`src/rtl/i2c_stretch_slave.sv`:
```
// i2c_stretch_slave: I2C target that stretches SCL until user logic completes valid/ready byte handshakes.
// Optional stretch timeout with err_out pulse when `I2C_STRETCH_TIMEOUT_EN is defined.
module i2c_stretch_slave #(
  parameter int US = 100,
  parameter int I2C_MODE = 2,
  parameter logic [6:0] MYADDR = 7'h3b,
  parameter int STRETCH_MAX_US = 1000
) (
  input  logic       clk,
  input  logic       rst,
  input  logic       scl_in,
  input  logic       sda_in,
  output logic       scl_out,
  output logic       sda_out,
  output logic [7:0] dat_out,
  output logic       ws_out,
  input  logic       ws_rdy,
  input  logic [7:0] dat_in,
  output logic       rs_out,
  input  logic       rs_ack,
  output logic       act_out,
  output logic       err_out
);
  localparam int TSU_NS = I2C_MODE == 0 ? 250 : I2C_MODE == 1 ? 100 : 50;
  localparam logic [15:0] TSU = 16'((US * TSU_NS) / 1000 + 1);
  typedef enum logic [3:0] {
    IDLE, ADDR, ADDR_ACK, WR_DATA, WR_STRETCH, WR_ACK, RD_STRETCH, RD_DATA, RD_ACK, WAIT_STOP
  } state_t;
  state_t state, state_n;
  logic [2:0] scl_q, sda_q;
  logic [3:0] cnt, cnt_n;
  logic [7:0] sr, sr_n, dat_n;
  logic [15:0] tmr, tmr_n;
  logic ws_n, rs_n, act_n, scl_n, sda_n, err_n;
  logic scl_s, scl_p, sda_s, sda_p, rise, fall, start, stop, acc, hit, tmo;
  assign scl_s = scl_q[1];
  assign scl_p = scl_q[2];
  assign sda_s = sda_q[1];
  assign sda_p = sda_q[2];
  assign rise  = scl_s & ~scl_p;
  assign fall  = ~scl_s & scl_p;
  assign start = scl_s & scl_p & sda_p & ~sda_s;
  assign stop  = scl_s & scl_p & ~sda_p & sda_s;
  assign acc   = ws_out & ws_rdy;
  assign hit   = sr[7:1] == MYADDR;
`ifdef I2C_STRETCH_TIMEOUT_EN
  localparam logic [31:0] SC_MAX = 32'(STRETCH_MAX_US * US - 1);
  logic [31:0] sc;
  // counts only while we hold SCL low, so it restarts at every stretch entry
  always_ff @(posedge clk or posedge rst)
    if (rst) sc <= '0;
    else sc <= scl_out ? '0 : sc + 32'd1;
  assign tmo = ~scl_out & (sc == SC_MAX);
`else
  logic unused_cfg;
  assign unused_cfg = ^32'(STRETCH_MAX_US);
  assign tmo = 1'b0;
`endif
  always_ff @(posedge clk or posedge rst)
    if (rst) begin
      scl_q <= '1;
      sda_q <= '1;
      state <= IDLE;
      cnt <= '0;
      sr <= '0;
      dat_out <= '0;
      tmr <= '0;
      ws_out <= 1'b0;
      rs_out <= 1'b0;
      act_out <= 1'b0;
      scl_out <= 1'b1;
      sda_out <= 1'b1;
      err_out <= 1'b0;
    end else begin
      scl_q <= {scl_q[1:0], scl_in};
      sda_q <= {sda_q[1:0], sda_in};
      state <= state_n;
      cnt <= cnt_n;
      sr <= sr_n;
      dat_out <= dat_n;
      tmr <= tmr_n;
      ws_out <= ws_n;
      rs_out <= rs_n;
      act_out <= act_n;
      scl_out <= scl_n;
      sda_out <= sda_n;
      err_out <= err_n;
    end
  always_comb begin
    state_n = state;
    cnt_n = cnt;
    sr_n = sr;
    dat_n = dat_out;
    tmr_n = tmr;
    ws_n = ws_out & ~ws_rdy;
    rs_n = rs_out & ~rs_ack;
    act_n = act_out;
    scl_n = scl_out;
    sda_n = sda_out;
    err_n = 1'b0;
    if (start | stop) begin
      state_n = start ? ADDR : IDLE;
      cnt_n = '0;
      ws_n = 1'b0;
      rs_n = 1'b0;
      act_n = 1'b0;
      scl_n = 1'b1;
      sda_n = 1'b1;
    end else begin
      case (state)
        ADDR:
          if (rise) begin
            sr_n = {sr[6:0], sda_s};
            cnt_n = cnt + 4'd1;
          end else if (fall && cnt == 4'd8) begin
            state_n = hit ? ADDR_ACK : WAIT_STOP;
            act_n = hit;
            sda_n = ~hit;
          end
        ADDR_ACK:
          if (fall) begin
            state_n = sr[0] ? RD_STRETCH : WR_DATA;
            cnt_n = '0;
            sda_n = 1'b1;
            rs_n = sr[0];
            scl_n = ~sr[0];
          end
        WR_DATA:
          if (rise) begin
            sr_n = {sr[6:0], sda_s};
            cnt_n = cnt + 4'd1;
            if (cnt == 4'd7) begin
              dat_n = {sr[6:0], sda_s};
              ws_n = 1'b1;
            end
          end else if (fall && cnt == 4'd8) begin
            // an already-accepted byte is ACKed straight away without stretching
            state_n = ws_n ? WR_STRETCH : WR_ACK;
            scl_n = ~ws_n;
            sda_n = ws_n;
          end
        WR_STRETCH:
          if (tmo) begin
            state_n = WAIT_STOP;
            ws_n = 1'b0;
            sda_n = 1'b1;
            scl_n = 1'b1;
            err_n = 1'b1;
          end else if (ws_out) begin
            if (acc) begin
              sda_n = 1'b0;
              tmr_n = TSU - 16'd1;
            end
          end else if (tmr == '0) begin
            state_n = WR_ACK;
            scl_n = 1'b1;
          end else tmr_n = tmr - 16'd1;
        WR_ACK:
          if (fall) begin
            state_n = WR_DATA;
            cnt_n = '0;
            sda_n = 1'b1;
          end
        RD_STRETCH:
          if (tmo) begin
            state_n = RD_DATA;
            rs_n = 1'b0;
            sr_n = 8'hff;
            cnt_n = '0;
            sda_n = 1'b1;
            scl_n = 1'b1;
            err_n = 1'b1;
          end else if (rs_out) begin
            if (rs_ack) begin
              sr_n = dat_in;
              sda_n = dat_in[7];
              tmr_n = TSU - 16'd1;
            end
          end else if (tmr == '0) begin
            state_n = RD_DATA;
            cnt_n = '0;
            scl_n = 1'b1;
          end else tmr_n = tmr - 16'd1;
        RD_DATA:
          if (fall) begin
            state_n = cnt == 4'd7 ? RD_ACK : RD_DATA;
            sda_n = cnt == 4'd7 ? 1'b1 : sr[6];
            sr_n = {sr[6:0], 1'b0};
            cnt_n = cnt + 4'd1;
          end
        RD_ACK:
          if (rise) sr_n[0] = sda_s;
          else if (fall) begin
            state_n = sr[0] ? WAIT_STOP : RD_STRETCH;
            rs_n = ~sr[0];
            scl_n = sr[0];
          end
        default: ;
      endcase
    end
  end
endmodule

```
`config.mk`:
```
export PLATFORM = sky130hd
export DESIGN_NAME = i2c_stretch_slave
export DESIGN_NICKNAME = d
export VERILOG_FILES = /design/src/rtl/i2c_stretch_slave.sv
export SDC_FILE = /design/constraint.sdc
export NUM_CORES = 1
export LEC_CHECK = 0
export CAP_MARGIN = 25
export CORE_ASPECT_RATIO = 1.1
export CORE_UTILIZATION = 35
export DETAILED_ROUTE_END_ITERATION = 8
export PLACE_DENSITY = 0.62
export SLEW_MARGIN = 0
export SYNTH_ARGS = -nofsm -noshare
export SYNTH_HDL_FRONTEND = slang
export SYNTH_SLANG_ARGS = --single-unit
```
`constraint.sdc`:
```
create_clock -name clk -period 2.39 [get_ports clk]
set_input_delay 0.239 -clock clk [delete_from_list [all_inputs] [get_ports clk]]
set_output_delay 0.239 -clock clk [all_outputs]
set_load 0.01 [all_outputs]
```
=== Word level (Yosys, flattened, before mapping) ===
Cells that the tools add are included.

* Bits of input ports: 14
* Output and inout bits: 14
* Register bits after elaboration: 51

* Add/sub/neg operators: 2
* Reduce and logical (&&, ||, !) cells: 22
* Eq/ne operators: 38
* Mux-type cells: 77
* Bitwise logic cells: 21

{| class="wikitable"
|+ Operators by type and width
! operator !! number
|-
| two-way mux 4 bit || 23
|-
| two-way mux 16 bit || 5
|-
| != test 3 bit (second input constant) || 19
|-
| two-way mux 1 bit || 36
|-
| two-way mux 8 bit || 4
|-
| case mux 16 bit (2 select lines) || 1
|-
| case mux 4 bit (8 select lines) || 1
|-
| case mux 7 bit (3 select lines) || 1
|-
| equality test 4 x 3 -> 1 bit (second input constant) || 5
|-
| logical NOT 16 bit || 1
|-
| case mux 4 bit (4 select lines) || 1
|-
| subtractor 16 x 1 -> 16 bit (second input constant) || 1
|-
| AND reduction 14 bit || 1
|-
| AND reduction 6 bit || 2
|-
| AND reduction 11 bit || 1
|-
| bitwise AND 1 bit || 10
|-
| inverter 1 bit || 10
|-
| nonzero test 9 bit || 1
|-
| equality test 4 x 2 -> 1 bit (second input constant) || 2
|-
| equality test 4 bit (second input constant) || 2
|-
| != test 2 bit (second input constant) || 4
|-
| AND reduction 4 bit || 2
|-
| AND reduction 8 bit || 1
|-
| equality test 7 x 6 -> 1 bit (second input constant) || 1
|-
| 20 further kinds || 25
|}

=== Longest topological paths before layout ===
Gate-level depths: netlist of run 1.

* Word-level depth: 7
* Gate-level depth with buffers: 9
* Gate-level depth less buffers: 8

=== Worst setup path before layout of run 1 ===
OpenSTA, ideal clock, no wires.

* Path type: register to register
* Start: register sda_q[1]
* End: register state[0]
* Period minus slack after synthesis: 1.869 ns
* Data required time: 2.265 ns
* Cell stages (with the launch flop): 7
* Arrival time: 1.744 ns
* Slack: 0.521 ns
* Cell sequence: dfstp_2 xnor2_1 nor2_2 o311ai_1 nor2_1 o21ai_2 mux2_2

* Word-level cells in the longest chain between the ends: 5
* Elaborated cells on any way between the ends: 21
* Those cells by class: 13 x eq/ne; 2 x mux; 4 x bitwise; 2 x reduce/logical

{| class="wikitable"
|+ Ends and longest elaborated chain
! element !! RTL line !! source
|-
| start: declaration || 30 || <nowiki>logic [2:0] scl_q, sda_q;</nowiki>
|-
| start signal: assignment || 76 || <nowiki>sda_q <= {sda_q[1:0], sda_in};</nowiki>
|-
| inverter 1 bit || 42 || <nowiki>assign start = scl_s & scl_p & sda_p & ~sda_s;</nowiki>
|-
| bitwise AND 1 bit || 42 ||
|-
| bitwise OR 1 bit || 101 || <nowiki>if (start | stop) begin</nowiki>
|-
| nonzero test 9 bit (no source line) / != test 3 bit (equally long branches) || - ||
|-
| AND reduction 14 bit (no source line) || - ||
|-
| end signal: assignment || 77 || <nowiki>state <= state_n;</nowiki>
|-
| end: declaration || 29 || <nowiki>state_t state, state_n;</nowiki>
|}

Several ways; a longest one is shown, not always the timed one.
A chain may end at the register's enable or synchronous reset.

=== Worst setup path in the final report of run 1 ===
* Start: register sda_q[1]
* End: register state[1]

* Word-level cells in the longest chain between the ends: 5
* Elaborated cells on any way between the ends: 20
* Those cells by class: 13 x eq/ne; 1 x mux; 4 x bitwise; 2 x reduce/logical

{| class="wikitable"
|+ Ends and longest elaborated chain
! element !! RTL line
|-
| inverter 1 bit || 42
|-
| bitwise AND 1 bit || 42
|-
| bitwise OR 1 bit (*) || 101
|-
| nonzero test 9 bit (no source line) / != test 3 bit (equally long branches) || -
|-
| AND reduction 14 bit (no source line) || -
|}

Mark *: on every way between the ends. The rest lies on a longest branch, timed or not.

==> results of run 1 <==
power by group through the flow:
stage	clock network, mW	registers, mW	logic, mW
after floorplan	0	1.14	0.882
after global placement	0	1.24	1.12
after detailed placement	0	1.24	1.14
after CTS	0.626	1.22	1.14
after global routing	0.662	1.26	1.26
final	0.615	1.23	1.15
placed cells by master, fill, tap and decap left out, types with 10 or more instances in the layout:
cell / n
mux2_2: 11
o21ai_0: 17
nand2_1: 30
nand3_1: 11
dfrtp_1: 43
a21oi_1: 12
clkdlybuf4s50_1: 26
mux2i_1: 10
nor2_1: 33
buf_4: 19
xor2_1: 15
how the worst min path moves through the flow:
stage,start,end,depth (start not counted),slack [ns]
2_1_floorplan,scl_in,scl_q[0],0,0.24
6_report,rst,tmr[6],2,0.32
3_5_place_dp,scl_q[0],scl_q[1],0,0.35
5_1_grt,scl_in,scl_q[0],1,0.32
3_3_place_gp,sda_q[0],sda_q[1],0,0.35
4_1_cts,rst,tmr[6],2,0.33
layout make-up:
| type | count | area, µm² |
|---|---|---|
| Clock buffer | 6 | 72.6 |
| Clock inverter | 2 | 38.8 |
| Fill cell | 824 | 4790 |
| Inverter | 9 | 33.8 |
| Multi-Input combinational cell | 246 | 1650 |
| Sequential cell | 51 | 1290 |
| Tap cell | 111 | 139 |
| Timing Repair Buffer | 47 | 443 |
metrics by stage:
stage          cell area (µm²)  hold slack (ns)  power [mW]  setup slack (ns)  std cells
4_1_cts                   3660            0.327        2.99             0.207        472
2_1_floorplan             3080            0.243        2.03             0.521        325
3_5_place_dp              3550            0.347        2.38             0.247        464
6_report                  3660            0.324        2.99             0.206        472
3_3_place_gp              3550            0.346        2.36             0.253        464
5_1_grt                   3660            0.321        3.18            0.0401        472
registers in the layout (all words and copies together) (netlist names):
signal and flops:
act_out 1, cnt 4, dat_out 8, rs_out 1, scl_out 1, scl_q 3, sda_out 1, sda_q 3
sr 8, state 4, tmr 16, ws_out 1
kinds of logic after synthesis:
kind of cell | after synthesis | synth area share (%)
XOR/XNOR | 17 | 4.84
adder cells (fa/ha/maj) | 4 | 1.63
multiplexers | 23 | 8.00
flip-flops | 51 | 41.8
AO/OA/AOI/OAI | 65 | 14.3
AND/OR/NAND/NOR | 136 | 24.7
buffers and inverters | 28 | 4.71
other | 1 | 0.122
critical path, delay by kind of cell (launching register included):
family	cells	cell delay (ns)
xor+xnor	1	0.27
mux	1	0.36
compound gates	2	0.54
flops	1	0.60
simple gates	2	0.30
metal layers:
layer  global-route usage [%]  vias up
met5                        0        -
met4                     3.91        0
met3                     3.79        6
met2                     27.6       44
met1                     22.2     1196
li1                         -     1223
==> results by group, run 1 <==
Run status
  – Outcome: complete, no violations

Placement
  – GPL Wtd Cong: about 0.95
  – HPWL after detailed placement: 5440 µm
  – # port buffers: 26

Worst setup path
  – Launching point of the worst reg2reg path: sda_q[1]
  – Crit path arrival time: roughly 2.4 ns
  – Slowest-stage cell, CP: dfstp_2
  – CP Launch Type: register
  – Crit end category: register
  – Critical path peak fanout: 10
  – Critical path, cell by cell: xnor2_1, nor2_2, o311ai_1, nor2_1, o21ai_2, mux2_2
  – Crit path required time: 2.58 ns
  – Flop-to-flop setup slack: 0.21 ns
  – Reg-to-Reg End: state[1]
  – Worst Setup EP: state[1]
  – Logic depth of the worst register-to-register path: 6
  – Maximum single-stage delay on the critical path: 0.60 ns
  – Class of the most critical setup path: register to register
  – Critical Path Source: sda_q[1]

Final layout
  – Layout Area Growth over Synthesis: 18.9%
  – Fraction of the core area covered by cells at the end of the flow: 43.3%
  – Share of final-layout standard cells stronger than drive strength 1: 17.7%
  – Antenna cells: 0
  – Layout Nets: 378

Floorplan
  – Full die area: 9180 µm²
  – Die extent in x: about 90 µm
  – Core area: approximately 8500 µm²
  – IO Count: 28
  – Std-Cell Rows: 35
  – Vertical die dimension: ~100 µm
  – Initial core utilization: 36.4%

Pwr
  – Total net switching power: roughly 1.1 mW
  – Power share of the sequential group: 41.1%
  – Pwr/cell area: 816 nW/µm²
  – Leakage power: 1.53 nW
  – Highest ir drop seen on vdd: 0.363 mV
  – Logic pwr share: a little under two fifths
  – Total internal power: 1.86 mW
  – Clock power share: 20.6%
  – Switching Fraction: 37.8%

Yosys
  – Cells after Synth: 325
  – Cell taking the most area after synthesis: dfrtp_1
  – Share of Yosys cell area claimed by the top area cell type: 34.9%
  – Dominant cell by count in the synthesized netlist: dfrtp_1
  – Netlist area before placement: slightly above 3000 µm²
  – Post-synthesis average cell area: 9.47 µm²
  – Number of different library cells in the post-synthesis netlist: 63
  – Proportion of synthesized chip area in sequential cells: 41.8%
  – Ranking of synthesized cells by instance count: 43 x dfrtp_1, 33 x nor2_1, 30 x nand2_1
  – Synth top area cells: dfrtp_1 35%, dfstp_2 6.8%, xor2_1 4.3%
  – Count of flip-flops with a built-in enable after synthesis: 0
  – Flip-flop and latch count after synthesis: 51
  – Synth warn: 0
  – Syn_nets: 343
  – Top flip-flop cell by instance count after synthesis: dfrtp_1
  – Async SR Flop Fraction: 100%

Clock tree
  – Clock insertion delay at the later pin of the skew report: 0.32 ns
  – Clock tree from TritonCTS: yes
  – Clock-pin slew of the registers on the worst-case setup and hold paths: 0.09 ns
  – Clock sink count: between 50 and 60
  – Clock buffers created by TritonCTS: 5
  – CTS Buffer Depth: 2
  – Number of buffers inserted for hold repair after clock tree synthesis: 0
  – Clock root cell: clkbuf_8
  – H-tree levels: 2
  – Post-CTS resize count: 0
  – Postcts setup bufs: 0

STA
  – Final clock skew: 0.0240 ns
  – Achievable Freq: about 0.46 GHz
  – Unrepaired setup endpoints after global routing: no
  – Total setup violations reported at the end of the flow: 0
  – Minimum clock period after layout: 2.18 ns
  – Normalized max-slew margin: 55.1%
  – Hold violation count in the final report: 0
  – Number of max-slew violations in the final report: 0
  – Total negative slack for setup checks: 0 ns
  – Pin slew with the least headroom to its limit: 0.668 ns
  – Final period util: slightly above 90%

GRT
  – Via count of the first global-routing pass: roughly 2,400
  – First-pass GRT wire length: 12,200 µm
  – Global route overflow: 0
  – Pin count of the biggest net entering global routing: 30
  – Global routing usage summed across all routing layers: 16.7%
  – Initial antenna violation count: 0

Drt
  – Met2 Routed Length: 3480 µm
  – Drt pass-1 iters: 4
  – Antenna-violating nets left: 0
  – Via count: 2,469
  – Length of routed met3 wiring: between 300 and 400 µm
  – Post-detailed-route DRC marker count: 0
  – Wire length on met1: 3400 µm
  – Post-detailed-route via-to-cell ratio: about 5.2
  – Detailed Route WL: between 7000 and 8000 µm
  – Routed length per placed instance: 15.4 µm
  – Highest metal layer with signal wires: met4
  – First DRT Iteration DRCs: 221

Run
  – Max-capacitance violation count: 0

Hold path
  – Hold Crit Class: input pin to async pin
Note: power is estimated with default switching activity, not from simulation.
==> run 2, diff against run 1 <==
--- a/config.mk
+++ b/config.mk
@@ -10,6 +10,7 @@
 export CORE_UTILIZATION = 35
 export DETAILED_ROUTE_END_ITERATION = 8
 export PLACE_DENSITY = 0.62
+export SETUP_SLACK_MARGIN = 0.02
 export SLEW_MARGIN = 0
 export SYNTH_ARGS = -nofsm -noshare
 export SYNTH_HDL_FRONTEND = slang
==> results of run 2 <==
The final DEF is identical to that of run 1; final timing and power are the same.
